`src/rtl/sevenseg_scan_ctrl_if.sv`:
```
// Bus bundle between the ALU panel logic and the multiplexed seven-segment driver.
// The master supplies the data and display controls; the slave drives the segment and digit lines.
interface sevenseg_scan_ctrl_if #(
    parameter int NUM_DIGITS = 3
);
    logic                      Read;
    logic                      load;
    logic [4*NUM_DIGITS-1:0]   data;
    logic                      lzb;
    logic                      blink;
    logic [6:0]                seg;
    logic [NUM_DIGITS-1:0]     dig_sel;
    logic                      frame;

    modport master (
        output Read, load, data, lzb, blink,
        input  seg, dig_sel, frame
    );

    modport slave (
        input  Read, load, data, lzb, blink,
        output seg, dig_sel, frame
    );
endinterface

```
`src/rtl/sevenseg_scan_ctrl.sv`:
```
// Time-multiplexed hex display scanner: latches NUM_DIGITS nibbles and drives one shared
// active-low segment bus with active-low digit enables, dead-time, leading-zero blanking and blink.
module sevenseg_scan_ctrl #(
    parameter int NUM_DIGITS   = 3,
    parameter int SCAN_DIV     = 1000,
    parameter int DEAD         = 2,
    parameter int BLINK_FRAMES = 32
) (
    input  logic                  clk,
    input  logic                  rst_n,
    sevenseg_scan_ctrl_if.slave   bus
);
    localparam int CNT_W = (SCAN_DIV > 1) ? $clog2(SCAN_DIV) : 1;
    localparam int IDX_W = (NUM_DIGITS > 1) ? $clog2(NUM_DIGITS) : 1;
    localparam int FC_W  = (BLINK_FRAMES > 1) ? $clog2(BLINK_FRAMES) : 1;

    localparam logic [CNT_W-1:0] CNT_MAX  = CNT_W'(SCAN_DIV - 1);
    localparam logic [CNT_W-1:0] DEAD_C   = CNT_W'(DEAD);
    localparam logic [IDX_W-1:0] IDX_MAX  = IDX_W'(NUM_DIGITS - 1);
    localparam logic [FC_W-1:0]  FC_MAX   = FC_W'(BLINK_FRAMES - 1);

    logic [CNT_W-1:0]          cnt_reg;
    logic [IDX_W-1:0]          idx_reg;
    logic [FC_W-1:0]           fcnt_reg;
    logic                      phase_reg;
    logic [4*NUM_DIGITS-1:0]   data_q_reg;
    logic [6:0]                seg_reg;
    logic [NUM_DIGITS-1:0]     dig_sel_reg;
    logic                      frame_reg;

    logic                      slot_end;
    logic                      wrap;
    logic [NUM_DIGITS-1:0]     upper_zero;
    logic [3:0]                nibble;
    logic                      lz_blank;
    logic                      blank;
    logic [NUM_DIGITS-1:0]     dig_onehot;

    function automatic logic [6:0] glyph(input logic [3:0] v);
        logic [6:0] g;
        case (v)
            4'h0: g = 7'h01;
            4'h1: g = 7'h4F;
            4'h2: g = 7'h12;
            4'h3: g = 7'h06;
            4'h4: g = 7'h4C;
            4'h5: g = 7'h24;
            4'h6: g = 7'h20;
            4'h7: g = 7'h0F;
            4'h8: g = 7'h00;
            4'h9: g = 7'h0C;
            4'hA: g = 7'h08;
            4'hB: g = 7'h60;
            4'hC: g = 7'h31;
            4'hD: g = 7'h42;
            4'hE: g = 7'h30;
            default: g = 7'h38;
        endcase
        return g;
    endfunction

    // upper_zero[i]: every nibble from i up to the most significant digit is zero.
    generate
        for (genvar gi = 0; gi < NUM_DIGITS; gi++) begin : g_upper_zero
            assign upper_zero[gi] = ~|data_q_reg[4*NUM_DIGITS-1:4*gi];
        end
    endgenerate

    assign slot_end = (cnt_reg == CNT_MAX);
    assign wrap     = slot_end && (idx_reg == IDX_MAX);

    always_comb begin
        nibble     = 4'h0;
        dig_onehot = '0;
        for (int i = 0; i < NUM_DIGITS; i++) begin
            if (idx_reg == IDX_W'(i)) begin
                nibble        = data_q_reg[4*i +: 4];
                dig_onehot[i] = 1'b1;
            end
        end
    end

    assign lz_blank = bus.lzb && (idx_reg != '0) && upper_zero[idx_reg];
    assign blank    = !bus.Read || (cnt_reg < DEAD_C) || (bus.blink && phase_reg) || lz_blank;

    always_ff @(posedge clk or negedge rst_n) begin
        if (!rst_n) begin
            cnt_reg     <= '0;
            idx_reg     <= '0;
            fcnt_reg    <= '0;
            phase_reg   <= 1'b0;
            data_q_reg  <= '0;
            seg_reg     <= 7'h7F;
            dig_sel_reg <= '1;
            frame_reg   <= 1'b0;
        end else begin
            if (bus.load) begin
                data_q_reg <= bus.data;
            end

            if (slot_end) begin
                cnt_reg <= '0;
                idx_reg <= (idx_reg == IDX_MAX) ? '0 : idx_reg + 1'b1;
            end else begin
                cnt_reg <= cnt_reg + 1'b1;
            end

            frame_reg <= wrap;

            // Blink phase advances on whole frames so a blink half-period never splits a scan.
            if (wrap) begin
                if (fcnt_reg == FC_MAX) begin
                    fcnt_reg  <= '0;
                    phase_reg <= ~phase_reg;
                end else begin
                    fcnt_reg <= fcnt_reg + 1'b1;
                end
            end

            if (blank) begin
                seg_reg     <= 7'h7F;
                dig_sel_reg <= '1;
            end else begin
                seg_reg     <= glyph(nibble);
                dig_sel_reg <= ~dig_onehot;
            end
        end
    end

    assign bus.seg     = seg_reg;
    assign bus.dig_sel = dig_sel_reg;
    assign bus.frame   = frame_reg;
endmodule
```
`src/flat_wrapper.sv`:
```
// flat-port wrapper written by rule: the top's interface ports become plain ports
module sevenseg_scan_ctrl_flat 
#(
    parameter int NUM_DIGITS   = 3,
    parameter int SCAN_DIV     = 1000,
    parameter int DEAD         = 2,
    parameter int BLINK_FRAMES = 32
)
  (clk, rst_n, bus_Read, bus_load, bus_data, bus_lzb, bus_blink, bus_seg, bus_dig_sel, bus_frame);
  sevenseg_scan_ctrl_if #(.NUM_DIGITS(NUM_DIGITS)) bus_i ();
  input  logic clk;
  input  logic rst_n;
  input wire logic [$bits(bus_i.Read)-1:0] bus_Read;
  input wire logic [$bits(bus_i.load)-1:0] bus_load;
  input wire logic [$bits(bus_i.data)-1:0] bus_data;
  input wire logic [$bits(bus_i.lzb)-1:0] bus_lzb;
  input wire logic [$bits(bus_i.blink)-1:0] bus_blink;
  output wire logic [$bits(bus_i.seg)-1:0] bus_seg;
  output wire logic [$bits(bus_i.dig_sel)-1:0] bus_dig_sel;
  output wire logic [$bits(bus_i.frame)-1:0] bus_frame;
  assign bus_i.Read = bus_Read;
  assign bus_i.load = bus_load;
  assign bus_i.data = bus_data;
  assign bus_i.lzb = bus_lzb;
  assign bus_i.blink = bus_blink;
  assign bus_seg = bus_i.seg;
  assign bus_dig_sel = bus_i.dig_sel;
  assign bus_frame = bus_i.frame;
  sevenseg_scan_ctrl #(.NUM_DIGITS(NUM_DIGITS), .SCAN_DIV(SCAN_DIV), .DEAD(DEAD), .BLINK_FRAMES(BLINK_FRAMES)) u_core (.clk(clk), .rst_n(rst_n), .bus(bus_i));
endmodule
```
`config.mk`:
```
export PLATFORM = sky130hd
export DESIGN_NAME = sevenseg_scan_ctrl_flat
export DESIGN_NICKNAME = d
export VERILOG_FILES = /design/src/rtl/sevenseg_scan_ctrl_if.sv /design/src/rtl/sevenseg_scan_ctrl.sv /design/src/flat_wrapper.sv
export SDC_FILE = /design/constraint.sdc
export NUM_CORES = 1
export LEC_CHECK = 0
export CORE_MARGIN = 4
export CORE_UTILIZATION = 54
export DETAILED_ROUTE_END_ITERATION = 8
export PLACE_DENSITY = 0.79
export SLEW_MARGIN = 5
export SYNTH_ARGS = -nofsm -noshare
export SYNTH_HDL_FRONTEND = slang
export SYNTH_SLANG_ARGS = --single-unit
```
`constraint.sdc`:
```
create_clock -name clk -period 2.57 [get_ports clk]
set_input_delay 0.6425 -clock clk [delete_from_list [all_inputs] [get_ports clk]]
set_output_delay 0.6425 -clock clk [all_outputs]
set_load 0.05 [all_outputs]
```
Word-level counts from Yosys, hierarchy flattened:

Memory sizes are Yosys's and may differ from the RTL's.
Index checks and enable logic that the tools add are counted.
W data, S select, Z words.

* reductions and logical operators: 17
* eq/ne operators: 4
* multiplexer cells: 13
* bitwise gates (word level): 2
* $lt $le $gt $ge: 2
* add/subtract/negate cells: 3

Operators by type and width (count)
* $mux W4: 3
* $reduce_or A12 Y1: 1
* $add A10 B1 Y10 const B: 1
* $eq A10 B10 Y1 const B: 1
* $lt A10 B2 Y1 const B: 1
* $mux W10: 1
* $reduce_or A8 Y1: 1
* $mux W7: 1
* $add A5 B1 Y5 const B: 1
* $eq A5 B5 Y1 const B: 1
* $mux W5: 1
* $logic_and A1 B1 Y1: 4
* $logic_not A1 Y1: 4
* $mux W1: 4
* $reduce_or A4 Y1: 1
* $logic_or A1 B1 Y1: 3
* $lt A2 B3 Y1 const B: 1
* $mux W3: 1
* $not A3 Y3: 1
* $add A2 B1 Y2 const B: 1
* $bmux W1 S2: 1
* $eq A2 B1 Y1 const B: 1
* $eq A2 B2 Y1 const B: 1
* $logic_not A2 Y1: 1
* 4 further kinds: 4

* register bits after elaboration: 41
* word-level logic and storage cells: 50
* output and inout port bits: 11
* ROM bits: 112
* input bits: 18
* memories kept: 1

Memory list
* (no name shown): depth 16, bits a word 7, rd ports 1, clocked after memory_dff 0, write ports 0, line sevenseg_scan_ctrl.sv:41 `case (v)`

Longest topological paths before layout:

Gate-level depths: netlist of the first run.

* depth in word-level cells: 7
* gate-level depth with buffers: 10
* gate-level depth less buffers: 8

Worst setup path before layout of the first run:

Ideal clock, no wire load.

* path kind: reg2reg
* from: register u_core.idx_reg[1]
* to: register u_core.seg_reg[6], in the netlist u_core.bus.seg[6]
* setup time: 87 ps
* buffers on the path: 2
* slack: 565 ps
* period minus slack after synthesis: 2005 ps
* stages on the path, launching flop included: 10
* arrival time: 1918 ps
* data required time: 2483 ps
* path through: dfrtp_1 -> buf_6 -> nor2b_4 -> buf_6 -> a21oi_1 -> inv_1 -> ha_1 -> or3_1 -> o221ai_1 -> nand2_1

* word-level cells in the longest chain between the ends: 6
* elaborated cells between the ends (all ways): 14
* classes of those cells: eq/ne (2); mux (6); reduce/logical (5); memory (1)

Ends and longest elaborated chain
* start: declaration: line sevenseg_scan_ctrl.sv:23 `logic [IDX_W-1:0] idx_reg;`
* start signal: assignment: line sevenseg_scan_ctrl.sv:103 `idx_reg <= (idx_reg == IDX_MAX) ? '0 : idx_reg + 1'b1;`
* $logic_not A2 Y1: line sevenseg_scan_ctrl.sv:76 `if (idx_reg == IDX_W'(i)) begin`
* $mux W4 (3 in series): line sevenseg_scan_ctrl.sv:76
* $mem_v2 Z16 W7
* $mux W7 *: line sevenseg_scan_ctrl.sv:120 `if (blank) begin`
* end signal: assignment: line sevenseg_scan_ctrl.sv:124 `seg_reg <= glyph(nibble);`
* end: declaration: line sevenseg_scan_ctrl.sv:27 `logic [6:0] seg_reg;`

Mark *: on every way between the ends. The rest lies on a longest branch, timed or not. The select of a mux whose other input is x is not followed.
A chain may end at the register's enable or synchronous reset.

Final worst setup path of the first run:

* from: register u_core.seg_reg[3], in the netlist u_core.bus.seg[3]
* to: output bus_seg[3]

RTL lines
* end: declaration: line flat_wrapper.sv:18 `output wire logic [$bits(bus_i.seg)-1:0] bus_seg;`

No word-level cell between the ends.

==> results of run 1 <==
[kinds of logic after synthesis]
| logic type | count (synthesis) | synth area share |
|---|---|---|
| buffers and inverters | 12 | 0.0363 |
| flip-flops | 41 | 0.495 |
| AND/OR/NAND/NOR | 58 | 0.139 |
| AO/OA/AOI/OAI | 29 | 0.120 |
| adder cells (fa/ha/maj) | 9 | 0.0536 |
| multiplexers | 24 | 0.127 |
| XOR/XNOR | 7 | 0.0292 |
[metal layers]
layer,share of wire,routed length (um),vias up,GRT usage
met5,0,0,-,0
met4,0.012,48,0,0.0596
met3,0.044,180,6,0.0475
met2,0.52,2130,42,0.314
met1,0.42,1730,732,0.214
li1,-,-,698,-
[stage by stage]
stage / utilization / total power (W) / cells
after floorplan: - / 0.000885 / 180
after global placement: 0.642 / 0.000965 / 250
after detailed placement: 0.642 / 0.000975 / 250
after CTS: 0.664 / 0.00138 / 258
after global routing: 0.664 / 0.00143 / 258
final: 0.664 / 0.00136 / 258
[worst min path at each step]
| stage | to | slack, ns | cells past startpoint | from |
|---|---|---|---|---|
| finish | u_core.cnt_reg[0] | 0.46 | 1 | u_core.cnt_reg[0] |
| global route | u_core.phase_reg | 0.50 | 1 | u_core.phase_reg |
| CTS | u_core.cnt_reg[0] | 0.47 | 1 | u_core.cnt_reg[0] |
| detailed placement | u_core.cnt_reg[0] | 0.45 | 1 | u_core.cnt_reg[0] |
| global placement | u_core.cnt_reg[0] | 0.44 | 1 | u_core.cnt_reg[0] |
| floorplan | u_core.bus.frame | 0.35 | 0 | rst_n |
[cells in the mapped netlist (all sizes together) (4+ instances only)]
cell type,instances
a21oi,4
and3,6
buf,6
dfrtp,31
dfstp,10
ha,9
inv,5
mux2,18
mux2i,6
nand2,16
nand3,7
nor2,13
nor3,4
o21ai,10
xnor2,6
[power breakdown]
part	leakage, nW	total (W)	internal, W	switching (W)
Clock	0.0450	0.000403	0.000188	0.000215
Combinational	0.545	0.000250	0.000107	0.000142
Sequential	0.497	0.000712	0.000690	0.0000224
[cell type report]
cell class                      instances  area [sq um]
Clock buffer                            6          72.6
Fill cell                             297          1250
Inverter                                5          18.8
Clock inverter                          2          10.0
Timing Repair Buffer                   29           283
Tap cell                               48          60.1
Multi-Input combinational cell        127           985
Sequential cell                        41          1040
[placed cells by master (no fill, tap or decap), types with 2 or more instances in the layout]
master           count
o21ai_1              8
inv_2                2
xnor2_1              6
mux2_1               4
o221ai_1             3
mux2i_1              5
o211ai_1             2
or3_1                2
nor2_1              13
dfrtp_1             31
nor4_1               3
clkdlybuf4s50_1     27
mux2_2              14
ha_1                 9
nand3_1              7
nor2b_1              2
inv_1                3
a21oi_1              4
dfstp_2             10
clkbuf_8             5
nand2_1             16
o21ai_0              2
and3_1               6
nor3_1               4
clkinv_2             2
==> impl_metrics.csv, run 1 <==
group,metric,value,unit
global_routing,grt_pass1_wl,7090,um
worst_setup_path,reg2reg_slack,0.31,ns
timing,min_period,2.28,ns
clock_tree,clk_pin_slew,0.08,ns
timing,finalHoldViolCount,0,
worst_setup_path,r2r_cells,8,
drt,wl_per_cell,15.8,um
floorplan,rows,22,
clock_tree,cts_setup_buffers,0,
global_routing,antenna_found_initial,0,
worst_setup_path,critical_path.max_fanout,1,
floorplan,initial_core_util,0.565,
logic_synthesis,ys_ff_latch,41,
worst_setup_path,crit_slowest_cell,"clkdlybuf4s50_1",
worst_setup_path,critPathLaunch,"u_core.bus.seg[3]",
timing,skew,0.00632,ns
timing,relSlewSlack,0.408,
worst_setup_path,critPathBufInv,1,
logic_synthesis,syn-num-nets,207,
floorplan,core_area,3720,sq um
drt,detail-route-antenna-nets,0,
worst_setup_path,end_kind,"output port",
worst_setup_path,cp.depth,1,
global_routing,grt_pass1_vias,1537,
worst_setup_path,crit_chain,"clkdlybuf4s50_1",
logic_synthesis,syn_area,2100,sq um
power,p_per_area,553,nW/um^2
timing,setup_slack,0.289,ns
worst_setup_path,r2r_end,"u_core.bus.seg[6]",
worst_setup_path,cp-start-kind,"flop",
clock_tree,tritoncts,"yes",
layout,fin_nets,236,
layout,largest_reg_flops,12,
timing,drv_slew,0,
drt,drtIter0Drc,56,
job,maxCapViolations,0,
floorplan,die_x,70.4,um
layout,drive_above_1_share,0.200,
logic_synthesis,yosysWarnings,0,
worst_setup_path,timing.rr.start,"u_core.idx_reg[0]",
drt,wl,4080,um
timing,max_slew.worst_pin.slew,0.888,ns
worst_setup_path,endpoint,"bus_seg[3]",
timing,worst_hold_slack,0.463,ns
floorplan,die_h,70.4,um
power,peakVddDrop,0.375,mV
layout,insertedDiodeCount,0,
drt,drc,0,
worst_setup_path,arrival,1.64,ns
timing,setup_tns,0,ns
worst_setup_path,critical_path_class,"reg -> out",
clock_tree,hold_buffers,0,
place,dp_slack,0.332,ns
floorplan,ios,29,
timing,finalSetupViolations,0,
logic_synthesis,synth_area_leaders,"dfrtp_1, dfstp_2, mux2_2",
clock_tree,cts.sink_count,41,
power,p_leak,1.09,nW
drt,first_pass_iters,4,
global_routing,grt_max_degree,42,
clock_tree,ctsResizeCount,0,
drt,vias_per_cell,5.73,
worst_setup_path,max_stage_delay,0.81,ns
min_path,hp-class,"reg -> reg",
floorplan,dieArea,4950,sq um
logic_synthesis,synth_async_sr_flop_share,1.00,
place,numPortBuffers,28,
logic_synthesis,ys.flop_type,"dfrtp_1",
place,placed_area,2380,sq um
logic_synthesis,syn_avg_cell_area,11.7,sq um
timing,min_period_over_period,0.888,
logic_synthesis,synth-edff-count,0,
global_routing,grt_usage,0.180,
drt,vias,1478,
worst_setup_path,cpLargestDelayFamily,"buffers and inverters",
timing,fmax,438,MHz
layout,areaGrowthSynthToFinish,17.5,%
status,status,"complete, no violations",
global_routing,grt.overflow.total,0,
place,gp_congestion,0.958,
place,dp_hpwl,3070,um
clock_tree,htree_num_levels,2,
logic_synthesis,synthDominantAreaCellType,"dfrtp_1",
clock_tree,clk-insertion-delay-late,0.29,ns
clock_tree,numCtsBuffers,5,
logic_synthesis,ys_types,43,
logic_synthesis,syn-instance-count,180,
clock_tree,root_buffer,"clkbuf_8",
logic_synthesis,synth_top_cell_area_share,0.369,
layout,design_area,2470,sq um
logic_synthesis,ys_seq_area_frac,0.495,
clock_tree,cts_buffer_depth,2,
worst_setup_path,worstPathRequired,1.93,ns
timing,rsz0062_at_grt,"no",
Power figures use the tool's default switching activity.
==> inputs of run 2 (changes only) <==
clock period = 2.4 ns   (was 2.57 ns; I/O delays follow)
==> impl_metrics.csv, run 2 (synthesis results as in run 1) <==
group,metric,value,unit
worst_setup_path,critical_path.max_fanout,1,
global_routing,grt.overflow.total,0,
global_routing,grt_pass1_vias,1494,
clock_tree,clk_pin_slew,0.07,ns
floorplan,die_x,70.4,um
global_routing,grt_pass1_wl,6780,um
timing,fmax,450,MHz
global_routing,grt_max_degree,42,
layout,fin_nets,236,
clock_tree,numCtsBuffers,5,
worst_setup_path,cp-start-kind,"flop",
clock_tree,cts.sink_count,41,
clock_tree,cts_buffer_depth,2,
timing,finalHoldViolCount,0,
drt,drtIter0Drc,75,
timing,min_period,2.22,ns
min_path,hp-class,"in -> async",
clock_tree,clk-insertion-delay-late,0.29,ns
power,power,0.00146,W
place,gp_congestion,0.949,
layout,fillers,289,
drt,wl_per_cell,15.3,um
floorplan,rows,22,
floorplan,ios,29,
power,peakVddDrop,0.463,mV
clock_tree,root_buffer,"clkbuf_8",
job,maxCapViolations,0,
timing,finalSetupViolations,0,
worst_setup_path,reg2reg_slack,0.22,ns
timing,setup_tns,0,ns
worst_setup_path,critPathBufInv,1,
layout,drive_above_1_share,0.200,
drt,wl,3950,um
clock_tree,tritoncts,"yes",
place,dp_hpwl,3030,um
global_routing,antenna_found_initial,0,
power,p_per_area,590,nW/um^2
clock_tree,cts_setup_buffers,0,
drt,vias,1450,
place,numPortBuffers,28,
worst_setup_path,cpLargestDelayFamily,"buffers and inverters",
clock_tree,htree_num_levels,2,
global_routing,grtUsageMet2,0.295,
floorplan,dieArea,4950,sq um
layout,largest_reg_flops,12,
worst_setup_path,worstPathRequired,1.80,ns
global_routing,grt_usage,0.175,
worst_setup_path,arrival,1.62,ns
global_routing,top_usage_layer,"met2",
timing,min_period_over_period,0.926,
worst_setup_path,critical_path_class,"reg -> out",
timing,skew,0.00721,ns
layout,multi_input_area,988,sq um
drt,first_pass_iters,4,
layout,final_core_util,0.665,
status,status,"complete, no violations",
worst_setup_path,max_stage_delay,0.80,ns
drt,drc,0,
layout,final_common_cell,"dfrtp_1",
layout,insertedDiodeCount,0,
timing,relSlewSlack,0.436,
timing,max_slew.worst_pin.slew,0.846,ns
drt,vias_per_cell,5.62,
power,p_leak,1.08,nW
layout,areaGrowthSynthToFinish,17.6,%
timing,rsz0062_at_grt,"no",
layout,mostFrequentLayoutCells,"dfrtp_1, clkdlybuf4s50_1, nand2_1, mux2_2, nor2_1",
floorplan,initial_core_util,0.565,
global_routing,grtUsageMet3,0.0532,
global_routing,grt_use_met1,0.213,
worst_setup_path,crit_chain,"clkdlybuf4s50_1",
floorplan,die_h,70.4,um
layout,regArea,1040,sq um
drt,detail-route-antenna-nets,0,
floorplan,core_area,3720,sq um
timing,drv_slew,0,
worst_setup_path,end_kind,"output port",
worst_setup_path,crit_slowest_cell,"clkdlybuf4s50_1",
[run 2: where the power goes]
part | switching, W | internal, W
combinational | 0.000151 | 0.000115
sequential | 0.0000241 | 0.000738
clock | 0.000224 | 0.000204
[run 2: final cells by class]
type / instances / area share
Clock buffer: 7 / 0.0309
Clock inverter: 1 / 0.00203
Inverter: 5 / 0.00760
Multi-Input combinational cell: 127 / 0.400
Sequential cell: 41 / 0.420
Tap cell: 48 / 0.0243
Timing Repair Buffer: 29 / 0.114
[run 2: worst paths after layout]
check / startpoint / to / cells after the start
worst max-delay path: u_core.bus.seg[3] / bus_seg[3] / 1
worst min-delay path: rst_n / u_core.fcnt_reg[1] / 1
worst max register to register: u_core.idx_reg[0] / u_core.bus.seg[6] / 8
worst min register to register: u_core.cnt_reg[0] / u_core.cnt_reg[0] / 1
max in group asynchronous: rst_n / u_core.data_q_reg[11] / 1
min in group clk: u_core.cnt_reg[0] / u_core.cnt_reg[0] / 1
[run 2: metrics by stage]
step / setup WS (ns) / hold slack [ns] / area, sq um / std cells
2_1_floorplan: 0.395 / 0.304 / 2100 / 180
3_3_place_gp: 0.287 / 0.443 / 2380 / 250
3_5_place_dp: 0.0656 / 0.452 / 2380 / 250
4_1_cts: 0.0569 / 0.441 / 2470 / 258
5_1_grt: 0.0585 / 0.481 / 2470 / 258
6_report: 0.177 / 0.413 / 2470 / 258
[run 2: routing by layer]
| layer | wire length [um] | vias to the layer above |
|---|---|---|
| li1 | - | 696 |
| met1 | 1660 | 717 |
| met2 | 2050 | 31 |
| met3 | 184 | 6 |
| met4 | 57 | 0 |
| met5 | 0 | - |
[run 2: repair_timing]
action	CTS	global route
gates resized for setup	0	1
hold endpoints to repair	0	0
setup endpoints to repair	0	3
hold buffers	0	0
==> inputs of run 3 (changes only) <==
CORE_ASPECT_RATIO = 0.6   (was unset)
GPL_ROUTABILITY_DRIVEN = 0   (was unset)
==> impl_metrics.csv, run 3 (synthesis results as in run 1) <==
group,metric,value,unit
worst_setup_path,critical_path_class,"reg -> out",
timing,rsz0062_at_grt,"no",
layout,drive_above_1_share,0.205,
worst_setup_path,arrival,1.61,ns
status,status,"complete, no violations",
job,maxCapViolations,0,
worst_setup_path,critPathBufInv,1,
clock_tree,cts_buffer_depth,2,
timing,max_slew.worst_pin.slew,0.867,ns
layout,design_area,2490,sq um
timing,min_period_over_period,0.923,
drt,drc,0,
clock_tree,cts_setup_buffers,0,
power,power,0.00157,W
worst_setup_path,cp-start-kind,"flop",
layout,mostFrequentLayoutCells,"dfrtp_1, clkdlybuf4s50_1, nand2_1, mux2_2, nor2_1",
clock_tree,cts.sink_count,41,
floorplan,ios,29,
global_routing,antenna_found_initial,0,
drt,first_pass_iters,4,
clock_tree,clk-insertion-delay-late,0.29,ns
clock_tree,clk_pin_slew,0.08,ns
timing,drv_slew,0,
timing,fmax,451,MHz
layout,areaGrowthSynthToFinish,18.8,%
drt,wl_per_cell,16.0,um
global_routing,grt.overflow.total,0,
power,p_leak,1.10,nW
drt,detail-route-antenna-nets,0,
floorplan,initial_core_util,0.567,
timing,min_period,2.21,ns
clock_tree,numCtsBuffers,5,
global_routing,grt_pass1_vias,1460,
floorplan,die_h,56.3,um
timing,finalHoldViolCount,0,
timing,finalSetupViolations,0,
global_routing,grt_usage,0.186,
clock_tree,tritoncts,"yes",
worst_setup_path,critical_path.max_fanout,1,
timing,setup_tns,0,ns
layout,fin_nets,236,
layout,insertedDiodeCount,0,
drt,drtIter0Drc,104,
place,dp_hpwl,3100,um
power,peakVddDrop,0.362,mV
layout,final_common_cell,"dfrtp_1",
global_routing,grt_max_degree,42,
place,numPortBuffers,28,
power,p_per_area,629,nW/um^2
worst_setup_path,crit_chain,"clkdlybuf4s50_1",
worst_setup_path,worstPathRequired,1.80,ns
worst_setup_path,max_stage_delay,0.80,ns
place,placed_area,2380,sq um
worst_setup_path,reg2reg_slack,0.20,ns
timing,relSlewSlack,0.422,
worst_setup_path,end_kind,"output port",
timing,skew,0.00930,ns
clock_tree,root_buffer,"clkbuf_8",
layout,largest_reg_flops,12,
floorplan,rows,17,
floorplan,dieArea,4980,sq um
min_path,hp-class,"in -> async",
layout,final_core_util,0.674,
floorplan,die_x,88.5,um
worst_setup_path,cpLargestDelayFamily,"buffers and inverters",
floorplan,core_area,3700,sq um
drt,wl,4110,um
drt,vias_per_cell,5.54,
worst_setup_path,crit_slowest_cell,"clkdlybuf4s50_1",
clock_tree,htree_num_levels,2,
global_routing,grt_pass1_wl,7040,um
drt,vias,1423,
==> run 3: cell types whose count changed in the layout (fill, tap and decap cells not counted) <==
cell       delta
clkbuf_1      -1
bufinv_16     +1
==> run 3: area by class of cell <==
type                       count  area [sq um]
tap                           47          58.8
timing repair buffer          29           283
clock buffer                   6          72.6
inverter                       5          18.8
sequential                    41          1040
multi-input combinational    127           988
clock inverter                 2          35.0
fill                         285          1210
==> run 3: metrics by stage <==
stage	setup slack (ns)	hold WS (ns)	cells
5_1_grt	0.0829	0.497	257
2_1_floorplan	0.395	0.304	180
3_3_place_gp	0.273	0.436	249
3_5_place_dp	0.126	0.457	249
6_report	0.185	0.417	257
4_1_cts	0.122	0.450	257
==> run 3: power breakdown <==
part	internal, W	switching [W]	leakage (nW)
Sequential	0.000738	0.0000267	0.497
Clock	0.000308	0.000227	0.0552
Combinational	0.000115	0.000155	0.545
==> run 3: worst paths after layout <==
kind	endpoint	start	cells after the start
max	bus_dig_sel[0]	u_core.bus.dig_sel[0]	1
min	u_core.bus.frame	rst_n	1
max reg2reg	u_core.bus.seg[3]	u_core.idx_reg[0]	8
min reg2reg	u_core.cnt_reg[0]	u_core.cnt_reg[0]	1
max in group asynchronous	u_core.data_q_reg[6]	rst_n	1
min in group clk	u_core.cnt_reg[0]	u_core.cnt_reg[0]	1
==> run 3: layer usage <==
metal / vias to the layer above / GRT usage / share of wire
met5: - / 0 / 0
met4: 0 / 0.0603 / 0.013
met3: 7 / 0.0513 / 0.057
met2: 28 / 0.264 / 0.43
met1: 690 / 0.275 / 0.50
li1: 698 / - / -
==> run 3: timing repair <==
item,4_1_cts,5_1_grt
hold buffers,0,0
setup endpoints to repair,0,3
resized for setup,0,1
